<file path="config.mk">
export PLATFORM = sky130hd
export DESIGN_NAME = pipeline_ctrl
export DESIGN_NICKNAME = d
export VERILOG_FILES = /design/src/rtl/pipeline_ctrl.sv
export SDC_FILE = /design/constraint.sdc
export NUM_CORES = 1
export LEC_CHECK = 0
export BUFFER_PORTS_ARGS = -buffer_cell sky130_fd_sc_hd__buf_2
export CORE_UTILIZATION = 47
export CTS_BUF_LIST = sky130_fd_sc_hd__clkbuf_2 sky130_fd_sc_hd__clkbuf_4 sky130_fd_sc_hd__clkbuf_8
export DETAILED_ROUTE_END_ITERATION = 7
export HOLD_SLACK_MARGIN = 0.05
export PLACE_DENSITY = 0.77
export SYNTH_ARGS = -nofsm -noshare
export SYNTH_HDL_FRONTEND = slang
export SYNTH_SLANG_ARGS = --single-unit
</file>
<file path="constraint.sdc">
create_clock -name clk -period 1.8 [get_ports clk]
set_input_delay 0.09 -clock clk [delete_from_list [all_inputs] [get_ports clk]]
set_output_delay 0.09 -clock clk [all_outputs]
set_load 0.01 [all_outputs]
</file>
<file path="src/rtl/pipeline_ctrl.sv">
// pipeline_ctrl: central sequencer for the 5-stage CPU pipeline.
// Produces write enables and bubble (flush) controls for the PC and the
// IF/ID, ID/EX, EX/MEM and MEM/WB registers. It resolves load-use hazards,
// taken branches, I-cache and D-cache miss stalls, and the HLT drain.
//
// Ports:
//   clk, rst              - clock, asynchronous active-high reset
//   ID_Rs/ID_Rt           - source registers of the ID instruction
//   ID_UsesRs/ID_UsesRt   - ID instruction really reads Rs / Rt
//   EX_Rd, EX_MemRead     - destination and load flag of the EX instruction
//   ID_BranchTaken        - branch in ID resolved taken
//   ID_Halt               - HLT decoded in ID
//   IF_MissReq/Done       - I-cache miss level / fill-complete pulse
//   MEM_MissReq/Done      - D-cache miss level / fill-complete pulse
//   *_wen, *_flush        - pipeline register controls
//   Halted                - pipeline drained after HLT
//   StallCount            - saturating count of stalled (PC_wen = 0) cycles
module pipeline_ctrl (
    input  logic        clk,
    input  logic        rst,
    input  logic [3:0]  ID_Rs,
    input  logic [3:0]  ID_Rt,
    input  logic        ID_UsesRs,
    input  logic        ID_UsesRt,
    input  logic [3:0]  EX_Rd,
    input  logic        EX_MemRead,
    input  logic        ID_BranchTaken,
    input  logic        ID_Halt,
    input  logic        IF_MissReq,
    input  logic        IF_MissDone,
    input  logic        MEM_MissReq,
    input  logic        MEM_MissDone,
    output logic        PC_wen,
    output logic        IFID_wen,
    output logic        IDEX_wen,
    output logic        EXMEM_wen,
    output logic        MEMWB_wen,
    output logic        IFID_flush,
    output logic        IDEX_flush,
    output logic        Halted,
    output logic [15:0] StallCount
);

    typedef enum logic [1:0] {
        StRun   = 2'b00,
        StDmiss = 2'b01,
        StImiss = 2'b10,
        StHalt  = 2'b11
    } state_e;

    state_e      state_q, state_d;
    logic [1:0]  drain_q, drain_d;
    logic [15:0] stall_q, stall_d;
    logic        load_use;

    // Register 0 is hard-wired, so a load to it never creates a hazard.
    assign load_use = EX_MemRead && (EX_Rd != 4'd0) &&
                      ((ID_UsesRs && (ID_Rs == EX_Rd)) ||
                       (ID_UsesRt && (ID_Rt == EX_Rd)));

    // State register and counters.
    always_ff @(posedge clk or posedge rst) begin
        if (rst) begin
            state_q <= StRun;
            drain_q <= 2'd0;
            stall_q <= 16'd0;
        end else begin
            state_q <= state_d;
            drain_q <= drain_d;
            stall_q <= stall_d;
        end
    end

    // Next-state logic.
    always_comb begin
        state_d = state_q;
        drain_d = drain_q;
        case (state_q)
            StRun: begin
                if (MEM_MissReq) begin
                    state_d = StDmiss;
                end else if (load_use || ID_BranchTaken) begin
                    // Stay in RUN; a pending I-miss is picked up next cycle.
                    state_d = StRun;
                end else if (ID_Halt) begin
                    state_d = StHalt;
                    drain_d = 2'd0;
                end else if (IF_MissReq) begin
                    state_d = StImiss;
                end
            end
            StDmiss: begin
                if (MEM_MissDone) state_d = StRun;
            end
            StImiss: begin
                // A D-miss preempts; the held IF_MissReq re-enters IMISS via RUN.
                if (MEM_MissReq)      state_d = StDmiss;
                else if (IF_MissDone) state_d = StRun;
            end
            StHalt: begin
                if (!MEM_MissReq && (drain_q != 2'd3)) drain_d = drain_q + 2'd1;
            end
        endcase
    end

    // Output logic.
    always_comb begin
        PC_wen     = 1'b1;
        IFID_wen   = 1'b1;
        IDEX_wen   = 1'b1;
        EXMEM_wen  = 1'b1;
        MEMWB_wen  = 1'b1;
        IFID_flush = 1'b0;
        IDEX_flush = 1'b0;
        Halted     = 1'b0;
        if (rst) begin
            PC_wen    = 1'b0;
            IFID_wen  = 1'b0;
            IDEX_wen  = 1'b0;
            EXMEM_wen = 1'b0;
            MEMWB_wen = 1'b0;
        end else begin
            case (state_q)
                StRun: begin
                    if (MEM_MissReq) begin
                        {PC_wen, IFID_wen, IDEX_wen, EXMEM_wen, MEMWB_wen} = 5'b00000;
                    end else if (load_use) begin
                        PC_wen     = 1'b0;
                        IFID_wen   = 1'b0;
                        IDEX_flush = 1'b1;
                    end else if (ID_BranchTaken) begin
                        IFID_flush = 1'b1;
                    end else if (ID_Halt || IF_MissReq) begin
                        PC_wen     = 1'b0;
                        IFID_flush = 1'b1;
                    end
                end
                StDmiss: begin
                    {PC_wen, IFID_wen, IDEX_wen, EXMEM_wen, MEMWB_wen} = 5'b00000;
                end
                StImiss: begin
                    if (MEM_MissReq) begin
                        {PC_wen, IFID_wen, IDEX_wen, EXMEM_wen, MEMWB_wen} = 5'b00000;
                    end else begin
                        PC_wen     = 1'b0;
                        IFID_flush = 1'b1;
                    end
                end
                StHalt: begin
                    if (MEM_MissReq) begin
                        {PC_wen, IFID_wen, IDEX_wen, EXMEM_wen, MEMWB_wen} = 5'b00000;
                    end else begin
                        PC_wen     = 1'b0;
                        IFID_wen   = 1'b0;
                        IDEX_flush = 1'b1;
                    end
                    Halted = (drain_q == 2'd3);
                end
            endcase
        end
    end

    // Halt is a deliberate stop, not a stall, so it is excluded from the count.
    always_comb begin
        stall_d = stall_q;
        if (!PC_wen && (state_q != StHalt) && (stall_q != 16'hFFFF)) begin
            stall_d = stall_q + 16'd1;
        end
    end

    assign StallCount = stall_q;

endmodule

</file>
==> impl_metrics.py, run 1 <==
metrics = {
    "status": {
        "outcome": "complete, but fails checks",
        "violations": "design-rule violations",
    },
    "floorplan": {
        "rows": 19,
        "dieHeight_um": 57.12,
        "die_w_um": 57.12,
        "die_area_sq_mm": 0.003262,
        "ios": 47,
        "core_sq_mm": 0.002805,
        "start_util_pct": 50.89,
    },
    "cells_and_area": {
        "num_antenna_cells": 0,
        "area_growth_pct": 36.02,
        "fin_nets": 245,
        "multiInputGateArea_sq_um": 934.6,
        "final_common_cell": "buf_2",
        "utilization_pct": 69.22,
        "regArea_sq_um": 503.0,
        "fillers": 223,
        "final_cell_mix": "buf_2, dfrtp_1, buf_4, xnor2_1",
        "drive_gt1_share_pct": 42.92,
        "design_area_sq_mm": 0.001942,
    },
    "critical_path": {
        "critPathSlowestCell": "dfrtp_2",
        "critPathCaptureType": "output port",
        "slowest_delay_ns": 0.47,
        "critPathKind": "flip-flop to output port",
        "crit_arrival_ns": 1.68,
        "path_max_fanout": 5,
        "reg2reg_slack_ns": 0.04,
        "path_cells": "inv_4, ha_2, o2111ai_4, nor3_2, buf_4, buf_2",
        "cp_data_required_time_ns": 1.71,
        "critPathLaunchType": "flip-flop",
    },
    "drt": {
        "firstDrtPassIters": 6,
        "postRouteAntennaNets": 0,
        "drcViolationCount": 6,
        "vias": 1370,
        "drt_iter0_drc": 61,
        "drt-total-wl_um": 3594,
        "wl_per_cell_um": 14.79,
        "vias_per_cell": 5.638,
    },
    "yosys": {
        "synth_top_area_share_pct": 35.06,
        "syn_nets": 179,
        "syn_avg_cell_area_sq_um": 9.712,
        "synth_top_family_by_area": "simple AND/OR/NAND/NOR gates",
        "syn_inst": 147,
        "synth_xor_area_share_pct": 11.66,
        "synthSimpleGateAreaFrac_pct": 23.93,
        "synthMuxAreaShare_pct": 2.279,
        "netlist_area_sq_mm": 0.001428,
        "synthTopCellsByArea": "dfrtp_1, xnor2_1, ha_1",
        "synth-compound-area-share_pct": 13.85,
        "synth_edf_count": 0,
        "ys_warn_count": 0,
        "synthFlopType": "dfrtp_1",
        "synth_seq_cells": 20,
        "synth-seq-area-share_pct": 35.06,
        "synthAdderAreaFrac_pct": 7.888,
        "yosys.area.top_type": "dfrtp_1",
        "async_reset_ff_share_pct": 100.0,
        "synthDistinctLibCells": 43,
    },
    "placement": {
        "place_area_sq_mm": 0.001763,
        "dp.final_hpwl_um": 2637,
        "gp_congestion": 0.9295,
        "portBuffers": 46,
    },
    "timing": {
        "tightest_slew_ns": 0.5180,
        "fin_crit_sh_pct": 98.20,
        "rsz0062_at_grt": "yes",
        "relSlewSlack_pct": 65.21,
        "finClkSkew_ns": 0.007165,
        "final.setup.tns_ns": 0,
        "worst_hold_slack_ns": 0.2197,
        "setup_viol": 0,
        "maxSlewViolCount": 0,
        "fin_crit_ns": 1.768,
        "fmax_mhz": 565.8,
        "hold_viol_final": 0,
    },
    "global_route": {
        "grt_use_total_pct": 21.83,
        "grt_pass1_vias": 1308,
        "antenna_found_initial": 0,
        "grt_pass1_wl_um": 5692,
        "grt.overflow.total": 0,
        "grt_max_degree": 22,
    },
    "power": {
        "power.total_w": 0.002275,
        "p_leak_nw": 0.9487,
        "vdd_drop_max_uv": 864.0,
        "power_density_mw_per_mm2": 1171,
    },
    "clock_network": {
        "clock_sinks": 20,
        "cts_tree": "yes",
        "cts-root-buf": "clkbuf_4",
        "worstSkewPairLatency_ns": 0.30,
        "clk_pin_slew_ns": 0.10,
        "cts_max_level": 1,
        "cts-buffers-inserted": 3,
        "max-clock-path-buffers": 2,
    },
    "flow_run": {
        "maxCapViolations": 0,
    },
    "min_path": {
        "hp-class": "input port to flip-flop",
    },
}
==> layout make-up <==
| class | count | area share [%] |
|---|---|---|
| clock buffers | 4 | 1.869 |
| inverters | 10 | 2.191 |
| multi-input cells | 112 | 48.13 |
| flip-flops and latches | 20 | 25.90 |
| well taps | 31 | 1.997 |
| repair buffers | 66 | 19.91 |
==> kinds of logic (layout without fill, tap and decap cells) <==
logic type | count (synthesis) | count (layout)
buf+inv | 16 | 80
mux | 3 | 3
compound gates | 23 | 24
simple gates | 57 | 57
flops | 20 | 20
fa+ha+maj | 9 | 9
xor+xnor | 19 | 19
==> repair_timing <==
action                                  4_1_cts  5_1_grt
hold buffers                                  1        0
cloned                                        0        1
resized for setup                             3       18
pin swaps                                     2        6
setup buffers                                 0        5
endpoints found under the setup margin        4       17
hold endpoints to repair                     20        0
==> metal layers <==
layer  share of wire, %  wire length [um]  global-route usage [%]
met1                 41              1487                   25.83
met2                 54              1923                   42.02
met3                3.6               128                   2.041
met4                1.5                55                   5.575
met5                  0                 0                       0
==> state kept, by name (all words and copies together), names as in the netlist <==
register and count:
StallCount 16, drain_q 2, state_q 2
==> report_power, final <==
group	total [W]	switching [W]	internal, W
Sequential	0.000711	0.000130	0.000581
Clock	0.000258	0.000134	0.000123
Combinational	0.00131	0.000665	0.000642
Total	0.00227	0.000929	0.00135
==> worst paths after layout <==
| check | to | from | depth (start not counted) |
|---|---|---|---|
| worst max-delay path | PC_wen | state_q[0] | 6 |
| worst min-delay path | state_q[0] | ID_Halt | 3 |
| worst max register to register | StallCount[6] | state_q[0] | 6 |
| worst min register to register | StallCount[11] | StallCount[11] | 1 |
| max in group asynchronous | state_q[1] | rst | 4 |
| min in group asynchronous | drain_q[0] | rst | 4 |
==> cells in the mapped netlist, types with 2 or more instances <==
library cell / number
nor4_4: 2
nand2b_1: 4
nor4_1: 2
a32oi_1: 2
and3_1: 7
clkbuf_1: 2
buf_4: 2
mux2_2: 2
xor2_1: 6
a31oi_1: 2
xnor2_1: 13
nand4_1: 5
dfrtp_1: 20
a21oi_1: 2
nor2_1: 8
nand3_1: 8
ha_1: 9
nor3_1: 6
inv_1: 10
o21ai_0: 5
nand2_1: 8
==> per-stage QoR <==
step	cells	setup slack, ns
after global placement	232	0.004410
after CTS	237	0.005977
final	243	0.03249
after global routing	243	-0.03838
after floorplan	147	0.03340
after detailed placement	232	-0.05564
==> critical path, delay by kind of cell, from the launching register on <==
family          cells  cell delay (ns)
flops               1             0.47
buf+inv             3             0.37
simple gates        1             0.21
fa+ha+maj           1             0.20
compound gates      1             0.13
(Power assumes the default switching activity.)
==> run 2: changes to the inputs <==
CTS_BUF_LIST = sky130_fd_sc_hd__clkbuf_8   (was sky130_fd_sc_hd__clkbuf_2 sky130_fd_sc_hd__clkbuf_4 sky130_fd_sc_hd__clkbuf_8)
==> impl_metrics.py, run 2 (synthesized netlist as in run 1, its figures left out) <==
metrics = {
    "status": {
        "outcome": "complete, but fails checks",
        "violations": "design-rule violations, negative setup slack",
    },
    "cells_and_area": {
        "regArea_sq_um": 503.0,
        "fin_nets": 243,
        "multiInputGateArea_sq_um": 880.8,
        "final_cell_mix": "buf_2, dfrtp_1, buf_4, xnor2_1, inv_1",
        "drive_gt1_share_pct": 41.43,
        "num_antenna_cells": 0,
        "area_growth_pct": 32.69,
        "fillers": 229,
        "final_common_cell": "buf_2",
        "largest_reg_flops": 16,
    },
    "global_route": {
        "grt_use_met3_pct": 2.721,
        "grt_use_total_pct": 22.46,
        "grt_pass1_wl_um": 5809,
        "grt_util_met1_pct": 26.42,
        "grt_pass1_vias": 1323,
        "grt.overflow.total": 0,
        "grt_most_used_layer": "met2",
        "grt.met2_usage_pct": 42.86,
        "antenna_found_initial": 0,
        "grt_max_degree": 22,
    },
    "power": {
        "power.total_w": 0.002278,
        "p_leak_nw": 0.9425,
        "pwr-share-seq_pct": 30.9,
        "clkPwrFrac_pct": 14.7,
        "net-switching-power_w": 0.0008912,
        "vdd_drop_max_uv": 752.9,
        "power_density_mw_per_mm2": 1202,
        "comb_power_share_pct": 54.3,
        "p_int_w": 0.001386,
        "p_sw_share_pct": 39.13,
    },
    "flow_run": {
        "maxCapViolations": 0,
    },
    "clock_network": {
        "clk_pin_slew_ns": 0.07,
        "max-clock-path-buffers": 2,
        "cts_tree": "yes",
        "cts-buffers-inserted": 3,
        "clock_sinks": 20,
        "cts-root-buf": "clkbuf_8",
        "cts_max_level": 1,
        "worstSkewPairLatency_ns": 0.26,
    },
    "critical_path": {
        "path_max_fanout": 5,
        "path_buf_inv": 1,
        "critPathKind": "flip-flop to flip-flop",
        "path_cells": "inv_1, ha_1, a221o_1, nor3_2, o21ai_1, a211oi_2, a21o_1",
        "critPathSlowestCell": "dfrtp_2",
        "critPathCaptureType": "flip-flop",
        "rr_startpoint": "state_q[0]",
        "slowest_delay_ns": 0.41,
        "critPathLaunch": "state_q[0]",
        "critPathLaunchType": "flip-flop",
        "cpLargestDelayFamily": "compound AO/OA/AOI/OAI gates",
        "cp_data_required_time_ns": 1.99,
        "crit_arrival_ns": 2.02,
    },
    "timing": {
        "hold_viol_final": 0,
        "relSlewSlack_pct": 70.18,
        "setup_viol": 1,
        "tightest_slew_ns": 0.4439,
        "fin_crit_ns": 1.829,
        "rsz0062_at_grt": "yes",
        "final.setup.tns_ns": -0.02884,
        "fmax_mhz": 546.8,
        "worst_hold_slack_ns": 0.2308,
        "maxSlewViolCount": 0,
        "finClkSkew_ns": 0.005096,
        "fin_ws_ns": -0.02884,
        "fin_crit_sh_pct": 101.6,
    },
    "placement": {
        "gp_congestion": 0.9295,
        "pre_cts_ws_ns": -0.05564,
        "dp.final_hpwl_um": 2637,
        "portBuffers": 46,
    },
    "drt": {
        "vias": 1345,
        "drt_iter0_drc": 81,
        "wl_per_cell_um": 14.62,
        "drcViolationCount": 6,
        "drt-total-wl_um": 3523,
        "postRouteAntennaNets": 0,
        "vias_per_cell": 5.581,
        "firstDrtPassIters": 7,
    },
    "floorplan": {
        "die_w_um": 57.12,
        "ios": 47,
        "rows": 19,
        "dieHeight_um": 57.12,
        "core_sq_mm": 0.002805,
        "die_area_sq_mm": 0.003262,
        "start_util_pct": 50.89,
    },
    "min_path": {
        "hp-class": "input port to flip-flop",
        "holdCritStartpoint": "ID_Halt",
    },
}
## run 2: changes by cell type in the layout (fill, tap and decap cells not counted), moves of 2 or more
cell	before	now
clkbuf_4	3	0
clkbuf_8	1	4
ha_1	6	8
inv_4	2	0
## run 2: cell type report
type / instances / share of cell area, %
timing repair buffer: 65 / 20.01
inverter: 10 / 1.982
sequential: 20 / 26.55
clock buffer: 4 / 2.906
tap: 31 / 2.048
multi-input combinational: 111 / 46.50
## run 2: repair_timing
item	4_1_cts	5_1_grt
pin swaps	1	3
buffers inserted	0	4
gates resized for setup	3	8
hold endpoints to repair	20	0
setup endpoints to repair	4	17
hold buffers	1	0
## run 2: stage by stage
| step | instances | cell area (sq um) | util, % |
|---|---|---|---|
| 2_1_floorplan | 147 | 1428 | - |
| 3_3_place_gp | 232 | 1763 | 62.85 |
| 3_5_place_dp | 232 | 1763 | 62.85 |
| 4_1_cts | 237 | 1837 | 65.48 |
| 5_1_grt | 241 | 1894 | 67.53 |
| 6_report | 241 | 1894 | 67.53 |
## run 2: worst paths after layout
| check | end | slack [ns] | cells after the start |
|---|---|---|---|
| setup / recovery | state_q[1] | -0.03 | 7 |
| hold / removal | state_q[0] | 0.23 | 3 |
| setup reg to reg | state_q[1] | -0.03 | 7 |
| hold reg to reg | StallCount[11] | 0.50 | 1 |
| max in group asynchronous | state_q[1] | 1.08 | 4 |
| min in group asynchronous | StallCount[12] | 0.49 | 4 |
## run 2: routing by layer
layer  part of all wire [%]  up-vias
li1                       -      653
met1                     41      657
met2                     54       29
met3                    3.5        6
met4                    1.2        0
met5                      0        -
## run 2: power groups by stage
stage	Combinational, W	Clock (W)	Sequential (W)
CTS	0.00114	0.000342	0.000704
finish	0.00124	0.000336	0.000704
global route	0.00137	0.000358	0.000727
detailed placement	0.00112	0	0.000711
global placement	0.00106	0	0.000698
floorplan	0.000642	0	0.000755
## run 2: worst min-delay path, stage by stage
cell      delay [ns]
buf_2           0.11
a32oi_1         0.07
o221ai_1        0.17
